<file path="src/rtl/iir_pkg.sv">
// Shared definitions for the IIR feedback sequencer: FSM states, accumulator sizing
// and the output saturation helper.
package iir_pkg;

    typedef enum logic [1:0] {
        ST_IDLE = 2'd0,
        ST_MAC  = 2'd1,
        ST_DONE = 2'd2
    } state_t;

    function automatic int acc_width(input int prec, input int coef_w, input int aw);
        return prec + coef_w + aw + 1;
    endfunction

    // Clamp a wide signed value to the range of a prec-bit two's-complement number.
    function automatic logic signed [63:0] saturate(input logic signed [63:0] v, input int prec);
        logic signed [63:0] hi;
        logic signed [63:0] lo;
        hi = (64'sd1 <<< (prec - 1)) - 64'sd1;
        lo = -hi - 64'sd1;
        if (v > hi)
            return hi;
        else if (v < lo)
            return lo;
        else
            return v;
    endfunction

endpackage

</file>
<file path="src/rtl/iir_mac.sv">
// Registered signed multiply-accumulate: clear has priority over accumulate.
module iir_mac #(
    parameter int A_W   = 16,
    parameter int B_W   = 16,
    parameter int ACC_W = 34
) (
    input  logic                    clk,
    input  logic                    rst,
    input  logic                    i_clr,
    input  logic                    i_en,
    input  logic signed [A_W-1:0]   i_a,
    input  logic signed [B_W-1:0]   i_b,
    output logic signed [ACC_W-1:0] o_acc
);

    logic signed [A_W+B_W-1:0] w_prod;
    logic signed [ACC_W-1:0]   r_acc;

    assign w_prod = i_a * i_b;

    always_ff @(posedge clk) begin
        if (rst || i_clr)
            r_acc <= '0;
        else if (i_en)
            r_acc <= r_acc + ACC_W'(w_prod);
    end

    assign o_acc = r_acc;

endmodule

</file>
<file path="src/rtl/iir_fb_sched.sv">
// Feedback sequencer for the IIR filter: one shared MAC over ORDER taps per sample,
// shadow/active coefficient banks and output history. Optional macro: IIR_FB_SCHED_SAT_EN.
module iir_fb_sched
    import iir_pkg::*;
#(
    parameter int   PRECISION  = 16,
    parameter int   COEF_WIDTH = 16,
    parameter int   COEF_FRAC  = 14,
    parameter int   ORDER      = 4,
    localparam int  AW         = (ORDER > 1) ? $clog2(ORDER) : 1
) (
    input  logic                         clk,
    input  logic                         rst,
    input  logic                         x_valid,
    output logic                         x_ready,
    input  logic signed [PRECISION-1:0]  x,
    output logic                         y_valid,
    output logic signed [PRECISION-1:0]  y,
    output logic                         busy,
    input  logic                         coef_we,
    input  logic [AW-1:0]                coef_addr,
    input  logic signed [COEF_WIDTH-1:0] coef_data,
    input  logic                         coef_commit,
    input  logic                         hist_clr
);

    localparam int ACC_W = acc_width(PRECISION, COEF_WIDTH, AW);

    state_t                       r_state;
    logic [AW-1:0]                r_cnt;
    logic signed [PRECISION-1:0]  r_x;
    logic signed [PRECISION-1:0]  r_y;
    logic                         r_y_valid;
    logic                         r_commit_pend;
    logic                         r_clr_pend;
    logic signed [COEF_WIDTH-1:0] r_shd [ORDER];
    logic signed [COEF_WIDTH-1:0] r_act [ORDER];
    logic signed [PRECISION-1:0]  r_hist [ORDER];

    logic signed [COEF_WIDTH-1:0] w_shd_next [ORDER];
    logic signed [ACC_W-1:0]      w_acc;
    logic signed [ACC_W-1:0]      w_total;
    logic signed [ACC_W-1:0]      w_scaled;
    logic signed [PRECISION-1:0]  w_y;
    logic                         w_idle;
    logic                         w_accept;
    logic                         w_do_commit;
    logic                         w_do_clr;
    logic                         w_coef_hit;

    assign w_idle      = (r_state == ST_IDLE);
    assign w_do_commit = w_idle & (coef_commit | r_commit_pend);
    assign w_do_clr    = w_idle & (hist_clr | r_clr_pend);
    // A commit or clear arriving in IDLE takes that edge, so the sample waits a cycle.
    assign x_ready     = w_idle & ~r_commit_pend & ~r_clr_pend & ~coef_commit & ~hist_clr;
    assign w_accept    = x_valid & x_ready;
    assign w_coef_hit  = int'(coef_addr) < ORDER;

    always_comb begin
        for (int k = 0; k < ORDER; k++)
            w_shd_next[k] = r_shd[k];
        if (coef_we && w_coef_hit)
            w_shd_next[coef_addr] = coef_data;
    end

    iir_mac #(
        .A_W   (COEF_WIDTH),
        .B_W   (PRECISION),
        .ACC_W (ACC_W)
    ) u_mac (
        .clk   (clk),
        .rst   (rst),
        .i_clr (w_accept),
        .i_en  (r_state == ST_MAC),
        .i_a   (r_act[r_cnt]),
        .i_b   (r_hist[r_cnt]),
        .o_acc (w_acc)
    );

    assign w_total  = (ACC_W'(r_x) <<< COEF_FRAC) + w_acc;
    assign w_scaled = w_total >>> COEF_FRAC;
`ifdef IIR_FB_SCHED_SAT_EN
    assign w_y = PRECISION'(saturate(64'(w_scaled), PRECISION));
`else
    assign w_y = PRECISION'(w_scaled);
`endif

    always_ff @(posedge clk) begin
        if (rst) begin
            r_state       <= ST_IDLE;
            r_cnt         <= '0;
            r_x           <= '0;
            r_y           <= '0;
            r_y_valid     <= 1'b0;
            r_commit_pend <= 1'b0;
            r_clr_pend    <= 1'b0;
            for (int k = 0; k < ORDER; k++) begin
                r_shd[k]  <= '0;
                r_act[k]  <= '0;
                r_hist[k] <= '0;
            end
        end else begin
            r_y_valid <= 1'b0;
            for (int k = 0; k < ORDER; k++)
                r_shd[k] <= w_shd_next[k];

            if (coef_commit && !w_idle)
                r_commit_pend <= 1'b1;
            else if (w_do_commit)
                r_commit_pend <= 1'b0;
            if (hist_clr && !w_idle)
                r_clr_pend <= 1'b1;
            else if (w_do_clr)
                r_clr_pend <= 1'b0;

            if (w_do_commit)
                for (int k = 0; k < ORDER; k++)
                    r_act[k] <= w_shd_next[k];

            case (r_state)
                ST_IDLE: begin
                    if (w_do_clr)
                        for (int k = 0; k < ORDER; k++)
                            r_hist[k] <= '0;
                    if (w_accept) begin
                        r_x     <= x;
                        r_cnt   <= '0;
                        r_state <= ST_MAC;
                    end
                end
                ST_MAC: begin
                    if (r_cnt == AW'(ORDER - 1))
                        r_state <= ST_DONE;
                    else
                        r_cnt <= r_cnt + AW'(1);
                end
                ST_DONE: begin
                    r_y       <= w_y;
                    r_y_valid <= 1'b1;
                    for (int k = ORDER - 1; k > 0; k--)
                        r_hist[k] <= r_hist[k-1];
                    r_hist[0] <= w_y;
                    r_state   <= ST_IDLE;
                end
                default: r_state <= ST_IDLE;
            endcase
        end
    end

    assign y       = r_y;
    assign y_valid = r_y_valid;
    assign busy    = ~w_idle;

endmodule
</file>
<file path="config.mk">
export PLATFORM = sky130hd
export DESIGN_NAME = iir_fb_sched
export DESIGN_NICKNAME = d
export VERILOG_FILES = /design/src/rtl/iir_pkg.sv /design/src/rtl/iir_mac.sv /design/src/rtl/iir_fb_sched.sv
export SDC_FILE = /design/constraint.sdc
export NUM_CORES = 1
export LEC_CHECK = 0
export CELL_PAD_IN_SITES_DETAIL_PLACEMENT = 0
export CELL_PAD_IN_SITES_GLOBAL_PLACEMENT = 2
export CORE_MARGIN = 3
export CORE_UTILIZATION = 38
export CTS_CLUSTER_SIZE = 25
export DETAILED_ROUTE_END_ITERATION = 12
export PLACE_DENSITY_LB_ADDON = 0.1
export SYNTH_ARGS = -nofsm -noshare
export SYNTH_HDL_FRONTEND = slang
export SYNTH_SLANG_ARGS = --single-unit
</file>
<file path="constraint.sdc">
create_clock -name clk -period 9.39 [get_ports clk]
set_input_delay 2.3475 -clock clk [delete_from_list [all_inputs] [get_ports clk]]
set_output_delay 2.3475 -clock clk [all_outputs]
set_load 0.02 [all_outputs]
</file>
==> impl_metrics.py <==
metrics = {
    "outcome": {
        "outcome": "finished, final reports clean",
    },
    "route": {
        "drt_iter0_drc": 828,
        "first_pass_iters": 5,
        "ant_nets": 0,
        "wl_per_cell_um": 19.7,
        "drc": 0,
        "avgViaCountPerCell": 4.97,
        "route.vias.total": 14838,
        "finalWirelength_mm": 58.8,
    },
    "yosys": {
        "synth-seq-cells": 263,
        "synth_adder_area_share_pct": 32.7,
        "synthMuxAreaShare_pct": 3.50,
        "synth_compound_area_share_pct": 8.09,
        "syn_nets": 2628,
        "seq_area_frac_synth_pct": 30.2,
        "synth_enable_flop_cells": 112,
        "synthCells": 2202,
        "synth_top_area_share_pct": 26.3,
        "avgSynthCellArea_um2": 9.59,
        "async_flop_share_pct": 0,
        "yosysMostFrequentCell": "nand2_1",
        "synth_ff_type": "dfxtp_1",
        "ys_types": 67,
        "synth_top_area_cell": "fa_1",
        "synth-simple-area-share_pct": 16.0,
        "ys_top_cells_by_area": "fa_1 26%, edfxtp_1 16%, dfxtp_1 14%",
        "synth_area_um2": 21100,
        "synth_top_family_by_area": "adder cells",
        "yosysWarningCount": 0,
        "synth-xor-area-share_pct": 1.56,
        "synthTopCellsByCount": "352 x nand2_1, 339 x inv_1, 277 x fa_1",
    },
    "timing": {
        "rsz0062_at_grt": "false",
        "period_share_pct": 80.6,
        "worst_pin_slew_ns": 1.12,
        "finalCriticalPeriod_ns": 7.56,
        "hold_violations": 0,
        "tns_ns": 0,
        "max_freq_mhz": 132,
        "drv_slew": 0,
        "slew_headroom_pct": 24.8,
        "finalSetupViolCount": 0,
        "skew_ns": 0.0237,
    },
    "worst_setup_path": {
        "critPathKind": "register to register",
        "critPathMaxFanout": 43,
        "crit_path_end_kind": "register",
        "start_kind": "register",
        "worstPathArrival_ns": 8.03,
        "required_ns": 9.86,
    },
    "place": {
        "placedCellCount": 2926,
        "place_area_um2": 22500,
        "port_buffers": 58,
        "routabilityCongestion": 0.854,
        "hpwl_mm": 45.4,
    },
    "floorplanning": {
        "num_rows": 85,
        "die_width_um": 242,
        "core_area_um2": 54500,
        "top_level_ports": 59,
        "start_util_pct": 38.8,
        "dieArea_um2": 58400,
        "chipHeight_um": 242,
    },
    "final_layout": {
        "drive_gt1_share_pct": 5.92,
        "multi_input_area_um2": 13100,
        "num_antenna_cells": 0,
        "fin_cells": 2984,
        "area_growth_pct": 10.9,
        "final_nets": 2646,
        "seqCellArea_um2": 6390,
        "num-fill-cells": 5548,
        "finalInstanceArea_um2": 23400,
    },
    "cts": {
        "clk_path_buf_depth": 3,
        "htreeDepth": 1,
        "cts-resized-gates": 0,
        "cts-buffers-inserted": 31,
        "hold_buffers": 0,
        "cts_sinks": 263,
        "clk_latency_ns": 0.60,
        "clk_pin_slew_worst_paths_ns": 0.06,
        "post_cts_buffers": 0,
        "root_buffer": "clkbuf_16",
        "cts_tree": "built",
    },
    "grt": {
        "grt_pass1_vias": 15498,
        "antenna_found_initial": 0,
        "grt_overflow": 0,
        "grt_usage_pct": 20.3,
        "grt_max_degree": 66,
        "grt_pass1_wl_mm": 91.9,
    },
    "flow_run": {
        "cap_violations": 0,
    },
    "power": {
        "p_leak_nw": 10.4,
        "finalPower_mw": 4.86,
        "pwr-share-clk_pct": 24.0,
        "peakVddDrop_v": 0.000151,
        "power.net_switching_mw": 1.98,
        "power_frac_comb_pct": 49.0,
        "seq_power_share_pct": 27.1,
        "powerDensity_nw_per_um2": 208,
        "switching_share_pct": 40.7,
        "p_int_mw": 2.89,
    },
    "min_path": {
        "hold_class": "register to register",
    },
}
[metrics by stage]
step / setup slack [ns] / util, % / hold WS [ns]
2_1_floorplan: 1.91 / - / 0.434
6_report: 1.83 / 43.0 / 0.452
4_1_cts: 1.77 / 43.0 / 0.455
5_1_grt: 1.36 / 43.0 / 0.474
3_3_place_gp: 1.84 / 41.2 / 0.436
3_5_place_dp: 1.78 / 41.2 / 0.438
[cell families after synthesis]
family                   count (synthesis)
flip-flops                             263
buffers and inverters                  433
XOR/XNOR                                36
AO/OA/AOI/OAI                          282
AND/OR/NAND/NOR                        743
multiplexers                            59
adder cells (fa/ha/maj)                386
[flip-flops by register name, indices dropped and copies added, names as in the netlist, named ones only]
register and flops:
r_cnt 2, r_commit_pend 1, u_mac.o_acc 30, r_state 2, r_x 16, r_shd 64
r_act 64, y_valid 1, y 16, r_hist 64, r_clr_pend 1
[layout make-up]
cell class / count / area share [%]
clock inverter: 10 / 0.508
tap: 739 / 3.95
inverter: 339 / 5.43
timing repair buffer: 79 / 3.24
clock buffer: 48 / 3.63
multi-input combinational: 1506 / 56.0
sequential: 263 / 27.3
[worst max-delay path, stage by stage (launching register included)]
cell       delay (ns)
dfxtp_2          0.58
buf_12           0.36
mux2_2           0.39
o21ai_1          0.71
nor2_1           0.17
fa_1             0.49
fa_1             0.54
inv_1            0.05
fa_1             0.50
inv_1            0.05
fa_1             0.48
fa_1             0.49
inv_1            0.05
fa_1             0.47
inv_1            0.04
ha_1             0.41
nand4_1          0.21
nor4_1           0.37
o21ai_0          0.25
o2111ai_2        0.17
nand3_1          0.16
a31oi_1          0.21
xnor2_1          0.14
a21oi_1          0.08
[worst paths after layout]
kind                                       end  depth (start not counted)  slack [ns]                    from
setup / recovery  u_mac.o_acc[29]$_SDFFE_PP0P_                         23        1.83                register
hold / removal          r_shd[3][8]$_SDFF_PP0_                          2        0.45  r_shd[3][8]$_SDFF_PP0_
setup reg to reg  u_mac.o_acc[29]$_SDFFE_PP0P_                         23        1.83                register
hold reg to reg         r_shd[3][8]$_SDFF_PP0_                          2        0.45  r_shd[3][8]$_SDFF_PP0_
[layout by cell type, fill, tap and decap left out, types with 5 or more instances in the layout]
| master | instances |
|---|---|
| o31ai_1 | 6 |
| nor3_1 | 20 |
| fa_1 | 277 |
| a31oi_1 | 6 |
| clkdlybuf4s50_1 | 57 |
| buf_4 | 19 |
| dfxtp_1 | 149 |
| a21oi_1 | 130 |
| mux2i_1 | 26 |
| clkbuf_1 | 16 |
| edfxtp_1 | 112 |
| nand3_1 | 26 |
| xor2_1 | 12 |
| nand4_1 | 5 |
| o21a_1 | 21 |
| or3_1 | 5 |
| or2_2 | 9 |
| nor2b_1 | 8 |
| clkinv_2 | 6 |
| xnor2_1 | 23 |
| nor2_1 | 148 |
| mux4_2 | 9 |
| nand2_1 | 352 |
| and3_1 | 6 |
| clkbuf_16 | 31 |
| a21o_1 | 25 |
| and2_1 | 123 |
| o21ai_0 | 26 |
| inv_1 | 339 |
| o21ai_1 | 20 |
| nand2b_1 | 14 |
| mux2_2 | 22 |
| a22oi_1 | 16 |
| a21boi_0 | 5 |
| ha_1 | 109 |
| nand3b_1 | 5 |
[metal layers]
layer,track usage [%],routed length (um)
met4,4.95,1360
met3,1.75,1730
met2,34.6,29000
met1,28.0,26700
met5,0,0
[power by group through the flow]
stage	combinational [mW]	sequential (mW)	clock [mW]
after floorplan	1.79	1.30	0
after global placement	2.42	1.34	0
after detailed placement	2.41	1.34	0
after CTS	2.43	1.32	1.20
after global routing	2.71	1.32	1.24
final	2.38	1.32	1.17
No activity file was read; power rests on OpenSTA's default activity.
